[config.mk]
export PLATFORM = sky130hd
export DESIGN_NAME = aes_core_arbiter
export DESIGN_NICKNAME = d
export VERILOG_FILES = /design/src/rtl/aes_core_arbiter.sv
export SDC_FILE = /design/constraint.sdc
export NUM_CORES = 1
export LEC_CHECK = 0
export BUFFER_PORTS_ARGS = -buffer_cell sky130_fd_sc_hd__buf_2
export CAP_MARGIN = 20
export CORE_AREA = 5 5 406 408
export CTS_CLUSTER_DIAMETER = 200
export CTS_CLUSTER_SIZE = 14
export DETAILED_ROUTE_END_ITERATION = 10
export DIE_AREA = 0 0 411 413
export GPL_ROUTABILITY_DRIVEN = 0
export PLACE_DENSITY_LB_ADDON = 0.1
export RECOVER_POWER = 50
export SLEW_MARGIN = 20
export SYNTH_ARGS = -nofsm -noshare
export SYNTH_HDL_FRONTEND = slang
export SYNTH_SLANG_ARGS = --single-unit
[constraint.sdc]
create_clock -name clk -period 2 [get_ports clk]
set_input_delay 0.3 -clock clk [delete_from_list [all_inputs] [get_ports clk]]
set_output_delay 0.3 -clock clk [all_outputs]
set_load 0.005 [all_outputs]
[src/rtl/aes_core_arbiter.sv]
// -----------------------------------------------------------------------------
// aes_core_arbiter
//
// Shares a single AES-128 encryption core between two requesters. Jobs are
// granted round-robin, sent to the core with a one-cycle load strobe, and
// the ciphertext is returned on the owning requester's response port. A
// watchdog aborts a job whose core never signals done; the response then
// carries an error flag and zero data.
//
// Parameters
//   TIMEOUT      max WAIT cycles before abort (must be >= 2)
//
// Ports
//   clk, rst                     clock, synchronous active-high reset
//   reqN_valid/ready/key/text    job request channel, N = 0/1
//   rspN_valid/ready             response handshake, N = 0/1
//   rsp_data, rsp_err            shared response payload
//   core_ld/key/text             load interface to the AES core
//   core_done, core_cypher       result interface from the AES core
//   busy                         high whenever a job is in flight
// -----------------------------------------------------------------------------
module aes_core_arbiter #(
  parameter int TIMEOUT = 32
) (
  input  logic         clk,
  input  logic         rst,
  input  logic         req0_valid,
  output logic         req0_ready,
  input  logic [127:0] req0_key,
  input  logic [127:0] req0_text,
  input  logic         req1_valid,
  output logic         req1_ready,
  input  logic [127:0] req1_key,
  input  logic [127:0] req1_text,
  output logic         rsp0_valid,
  input  logic         rsp0_ready,
  output logic         rsp1_valid,
  input  logic         rsp1_ready,
  output logic [127:0] rsp_data,
  output logic         rsp_err,
  output logic         core_ld,
  output logic [127:0] core_key,
  output logic [127:0] core_text,
  input  logic         core_done,
  input  logic [127:0] core_cypher,
  output logic         busy
);

  localparam int WD_W = $clog2(TIMEOUT);
  localparam logic [WD_W-1:0] WD_LAST = WD_W'(TIMEOUT - 1);

  typedef enum logic [1:0] {
    ST_IDLE = 2'd0,
    ST_LOAD = 2'd1,
    ST_WAIT = 2'd2,
    ST_RESP = 2'd3
  } state_e;

  state_e            state_q, state_d;
  logic              last_grant_q;
  logic              owner_q;
  logic [127:0]      key_q;
  logic [127:0]      text_q;
  logic [127:0]      rsp_data_q;
  logic              rsp_err_q;
  logic [WD_W-1:0]   wdog_q;

  logic              grant;
  logic              accept;
  logic              rsp_hs;
  logic              timeout_hit;

  // Tie goes to the requester not served last; a lone requester always wins.
  assign grant       = (req0_valid && req1_valid) ? ~last_grant_q : req1_valid;
  assign accept      = (state_q == ST_IDLE) && (req0_valid || req1_valid);
  assign rsp_hs      = (state_q == ST_RESP) && (owner_q ? rsp1_ready : rsp0_ready);
  assign timeout_hit = (wdog_q == WD_LAST);

  // State register
  always_ff @(posedge clk) begin
    if (rst) begin
      state_q <= ST_IDLE;
    end else begin
      state_q <= state_d;
    end
  end

  // Next-state logic
  always_comb begin
    state_d = state_q;
    case (state_q)
      ST_IDLE: if (accept) state_d = ST_LOAD;
      ST_LOAD: state_d = ST_WAIT;
      // done and timeout lead to the same state; the datapath gives done priority
      ST_WAIT: if (core_done || timeout_hit) state_d = ST_RESP;
      ST_RESP: if (rsp_hs) state_d = ST_IDLE;
      default: state_d = ST_IDLE;
    endcase
  end

  // Outputs
  always_comb begin
    req0_ready = (state_q == ST_IDLE) && req0_valid && !grant;
    req1_ready = (state_q == ST_IDLE) && req1_valid && grant;
    core_ld    = (state_q == ST_LOAD);
    busy       = (state_q != ST_IDLE);
    rsp0_valid = (state_q == ST_RESP) && !owner_q;
    rsp1_valid = (state_q == ST_RESP) && owner_q;
  end

  assign core_key  = key_q;
  assign core_text = text_q;
  assign rsp_data  = rsp_data_q;
  assign rsp_err   = rsp_err_q;

  // Job datapath, watchdog and round-robin pointer
  always_ff @(posedge clk) begin
    if (rst) begin
      last_grant_q <= 1'b1;
      owner_q      <= 1'b0;
      key_q        <= '0;
      text_q       <= '0;
      rsp_data_q   <= '0;
      rsp_err_q    <= 1'b0;
      wdog_q       <= '0;
    end else begin
      case (state_q)
        ST_IDLE: begin
          if (accept) begin
            owner_q <= grant;
            key_q   <= grant ? req1_key  : req0_key;
            text_q  <= grant ? req1_text : req0_text;
          end
        end
        ST_LOAD: begin
          wdog_q <= '0;
        end
        ST_WAIT: begin
          // Saturating count: never wraps back into a valid waiting window.
          if (wdog_q != {WD_W{1'b1}}) begin
            wdog_q <= wdog_q + 1'b1;
          end
          if (core_done) begin
            rsp_data_q <= core_cypher;
            rsp_err_q  <= 1'b0;
          end else if (timeout_hit) begin
            rsp_data_q <= '0;
            rsp_err_q  <= 1'b1;
          end
        end
        ST_RESP: begin
          if (rsp_hs) begin
            last_grant_q <= owner_q;
          end
        end
        default: ;
      endcase
    end
  end

endmodule

# Word-level counts from Yosys, hierarchy flattened
# Index checks and enable logic that the tools add are counted.
op_classes:
  add_sub_neg: 1
  n_eq_ne: 9
  bitwise: 1
  n_reduce_logical: 22
  n_mux: 14
ops:
  columns: ["op", "count"]
  rows:
  - ["two-way mux 128 bit", 4]
  - ["one-hot mux 5 bit (2 select lines)", 1]
  - ["logical AND 1 bit", 9]
  - ["!= test 2 bit, second input constant", 4]
  - ["one-hot mux 2 bit (4 select lines)", 1]
  - ["AND reduction 2 bit", 4]
  - ["two-way mux 2 bit", 3]
  - ["nonzero test 2 bit", 3]
  - ["adder 5 x 1 -> 5 bit, second input constant", 1]
  - ["== test 5 bit, second input constant", 1]
  - ["two-way mux 5 bit", 1]
  - ["!= test 5 bit, second input constant", 1]
  - ["== test 2 bit, second input constant", 2]
  - ["two-way mux 1 bit", 4]
  - ["AND reduction 3 bit", 1]
  - ["== test 2 x 1 -> 1 bit, second input constant", 1]
  - ["logical NOT 1 bit", 2]
  - ["logical NOT 2 bit", 1]
  - ["logical OR 1 bit", 2]
  - ["inverter 1 bit", 1]
totals:
  register_bits: 394
  elab_cells: 55
  out_inout_bits: 391

# Logic depth before layout (Yosys ltp)
logic_depth:
  depth_word: 4
  mapped_depth: 8
  mapped_depth_nobuf: 6

# Worst setup path before layout
# OpenSTA, ideal clock, no wires.
synth_path:
  kind: "register -> register"
  startpoint: "register wdog_q[0]"
  endpoint: "register rsp_data_q[27], in the netlist rsp_data[27]"
  arrival_ps: 1842
  path_slack_ps: 93
  stages_incl_launch_ff: 9
  t_required_ps: 1935
  period_less_slack_ps: 1907
  setup_time_ps: 65
  path_buffers: 2
  path_cell_list: "dfxtp_1 ha_1 and3_1 ha_1 o21ai_0 clkbuf_1 clkbuf_1 a22oi_1 nor2_1"
synth_between:
  elab_chain_len: 3
synth_lines:
  columns: ["item", "line_no", "rtl"]
  rows:
  - ["start: declaration", "66", "logic [WD_W-1:0] wdog_q;"]
  - ["start signal: assignment", "141", "wdog_q <= wdog_q + 1'b1;"]
  - ["== test 5 bit", "77", "assign timeout_hit = (wdog_q == WD_LAST);"]
  - ["nonzero test 2 bit (no line)", null, null]
  - ["AND reduction 2 bit (no line)", null, null]
  - ["end signal: assignment", "144", "rsp_data_q <= core_cypher;"]
  - ["end: declaration", "64", "logic [127:0] rsp_data_q;"]
# No other way between the ends.
# A chain may end at the register's enable or synchronous reset.

# Worst setup path after layout
layout_path:
  startpoint: "register last_grant_q"
  endpoint: "output req1_ready"
layout_between:
  elab_chain_len: 3
layout_lines:
  columns: ["item", "line_no", "rtl"]
  rows:
  - ["start: declaration", "60", "logic last_grant_q;"]
  - ["start signal: assignment", "153", "last_grant_q <= owner_q;"]
  - ["inverter 1 bit", "74", "assign grant = (req0_valid && req1_valid) ? ~last_grant_q : req1_valid;"]
  - ["two-way mux 1 bit", "74", null]
  - ["logical AND 1 bit", "104", "req1_ready = (state_q == ST_IDLE) && req1_valid && grant;"]
  - ["end: declaration", "32", "output logic req1_ready,"]
# No other way between the ends.

==> flow_summary.json <==
{
  "status": "finished, final reports clean",
  "drtIter0Drc": 649,
  "cp_slowest_stage_delay_ns": 0.36,
  "skew_ns": 0.0212,
  "rows": 148,
  "worst-path-max-fanout": 3,
  "wire_per_inst_microns": 19.2,
  "syn-num-nets": 2293,
  "dpl.hpwl_mm": 76.9,
  "synthCells": 1639,
  "synth_area_per_cell_sq_um": 9.83,
  "path_cells": "a21boi_4, buf_12, buf_16, and2_4, buf_6",
  "grt_pass1_vias": 17500,
  "ys_seq_area_share_pct": 48.9,
  "cts_sinks": 394,
  "worstSetupPathType": "flip-flop to primary output",
  "path_delay_family": "flip-flops",
  "die_h_microns": 413,
  "drive_above_1_share_pct": 29.3,
  "cp-end-kind": "primary output",
  "final_util_pct": 16.7,
  "hp-class": "primary input to flip-flop",
  "routed_wl_mm": 96.7,
  "hold_violations": 0,
  "antenna_found_initial": 22,
  "initial_utilization_pct": 9.99,
  "tightest_slew_ns": 0.487,
  "clk_pin_slew_ns": 0.08,
  "grt_max_degree": 57,
  "dr.pass1.iters": 5,
  "cts_buffer_depth": 3,
  "required_ns": 1.70,
  "slowest_stage": "dfxtp_4",
  "fin_crit_ns": 1.90,
  "vdd.ir_drop.worst_mv": 0.468,
  "stdcell_count": 5048,
  "vias_per_cell": 3.30,
  "startpoint_type": "flip-flop",
  "syn-cell-area_sq_um": 16100,
  "setup_viol": 0,
  "grt_usage_pct": 10.6,
  "max_freq_mhz": 528,
  "antenna_left": 0,
  "drc": 0,
  "layout_commonest_cell": "buf_2",
  "io_pins": 1038,
  "layout_common_cells": "668 x buf_2, 391 x dfxtp_1, 390 x nor2_1, 368 x clkbuf_1, 258 x a211oi_1",
  "drv_cap": 0,
  "ys_seq_elements": 394,
  "power_density_nw_per_um2": 1090,
  "grt.overflow.total": 0,
  "design_area_sq_um": 27000,
  "syn_to_final_growth_pct": 67.5,
  "rsz0062_at_grt": "true",
  "dpl_cell_area_sq_um": 24300,
  "p_leak_nw": 10.7,
  "cts_root_buf": "clkbuf_16",
  "yosys_warnings": 0,
  "vias": 16700,
  "critPathArrivalTime_ns": 1.60,
  "core_sq_um": 161000,
  "tns_ns": 0,
  "die-area_sq_um": 170000,
  "fp.dieW_microns": 411,
  "drv_slew": 0,
  "nNetsFinal": 3517,
  "clock_latency_ns": 0.58,
  "ys_types": 28,
  "dp.cells": 4792,
  "port_buffers": 1037,
  "timing.critical_path.buf_inv": 3,
  "cts_tree": "done",
  "fin_crit_sh_pct": 94.8,
  "max_slew_margin_pct": 67.5,
  "grt_pass1_wl_mm": 132,
  "cts_max_level": 2,
  "whs_ns": 0.0747,
  "cts_buffers": 34
}
-- final timing paths --
path	to	slack [ns]	cells after the start	start
max	req1_ready	0.10	5	last_grant_q
min	core_text[84]	0.07	3	req1_text[84]
max reg2reg	core_text[91]	0.13	8	last_grant_q
min reg2reg	rsp_err	0.47	2	rsp_err
-- per-stage QoR --
step           total power, mW  setup WS, ns
2_1_floorplan             16.9        0.0933
3_3_place_gp              23.5       -0.0324
3_5_place_dp              23.4       -0.0279
4_1_cts                   30.9       -0.0322
5_1_grt                   31.7       -0.0135
6_report                  29.3         0.105
-- power breakdown --
part	total, mW	leakage [nW]	internal [mW]	switching, mW
combinational	11.3	7.04	4.69	6.62
sequential	11.4	3.25	10.2	1.23
clock	6.62	0.453	3.15	3.46
-- cell families (layout without fill, tap and decap cells) --
logic type,after synthesis,count (layout),share of synthesized area (%)
flops,394,394,48.9
simple gates,408,408,9.72
mux,259,259,16.1
fa+ha+maj,7,7,0.543
compound gates,406,406,18.8
other cells,0,8,0
buf+inv,165,1391,5.95
-- synthesized netlist by cell type, drive strengths merged --
library cell	instances	share of area, %
clkbuf	81	1.9
a21boi	1	0.070
nor2	390	9.1
a22oi	129	6.0
o21a	1	0.047
ha	7	0.54
o21ai	6	0.19
nand2	4	0.093
nor2b	2	0.078
o21bai	2	0.093
mux2i	259	16
nand4b	1	0.054
nand2b	4	0.16
o21ba	1	0.062
and3	1	0.039
and2	4	0.16
a21oi	7	0.22
dfxtp	394	49
inv	6	0.14
a222oi	1	0.062
a211oi	258	12
buf	78	3.9
nor3	2	0.062
-- state kept, by name, summed over array words and instances, names as in the netlist --
signal / count
state_q: 2
owner_q: 1
rsp_data: 128
core_text: 128
core_key: 128
last_grant_q: 1
wdog_q: 5
rsp_err: 1
-- metal layers --
layer | vias up | GRT usage, % | part of all wire [%]
met1 | 7619 | 11.8 | 38
met3 | 106 | 3.07 | 7.0
met5 | - | 0 | 0.053
li1 | 8386 | - | -
met4 | 6 | 2.74 | 2.6
met2 | 542 | 19.8 | 52
-- worst reg2reg max path, cell delays in order, from the launching register on --
cell and delay [ns]:
dfxtp_4 0.36, a21boi_4 0.19, buf_12 0.14, buf_12 0.18
buf_4 0.23, buf_12 0.18, buf_12 0.18, mux2i_2 0.20
a211oi_1 0.08
-- layout make-up --
| type | instances | area, sq um |
|---|---|---|
| inverters | 6 | 22.5 |
| fillers | 18400 | 134000 |
| clock inverters | 3 | 45.0 |
| repair buffers | 1347 | 8070 |
| clock buffers | 35 | 876 |
| well taps | 2175 | 2720 |
| flip-flops and latches | 394 | 7890 |
| multi-input cells | 1080 | 7350 |
| diodes | 8 | 20.0 |
-- timing repair --
| item | CTS | global route |
|---|---|---|
| endpoints found under the setup margin | 4 | 27 |
| buffers inserted | 5 | 8 |
| resized for setup | 14 | 9 |
| hold endpoints to repair | 174 | 0 |
| gates cloned | 1 | 0 |
| pin swaps | 1 | 3 |
| hold buffers | 197 | 0 |
(Power assumes the default switching activity.)
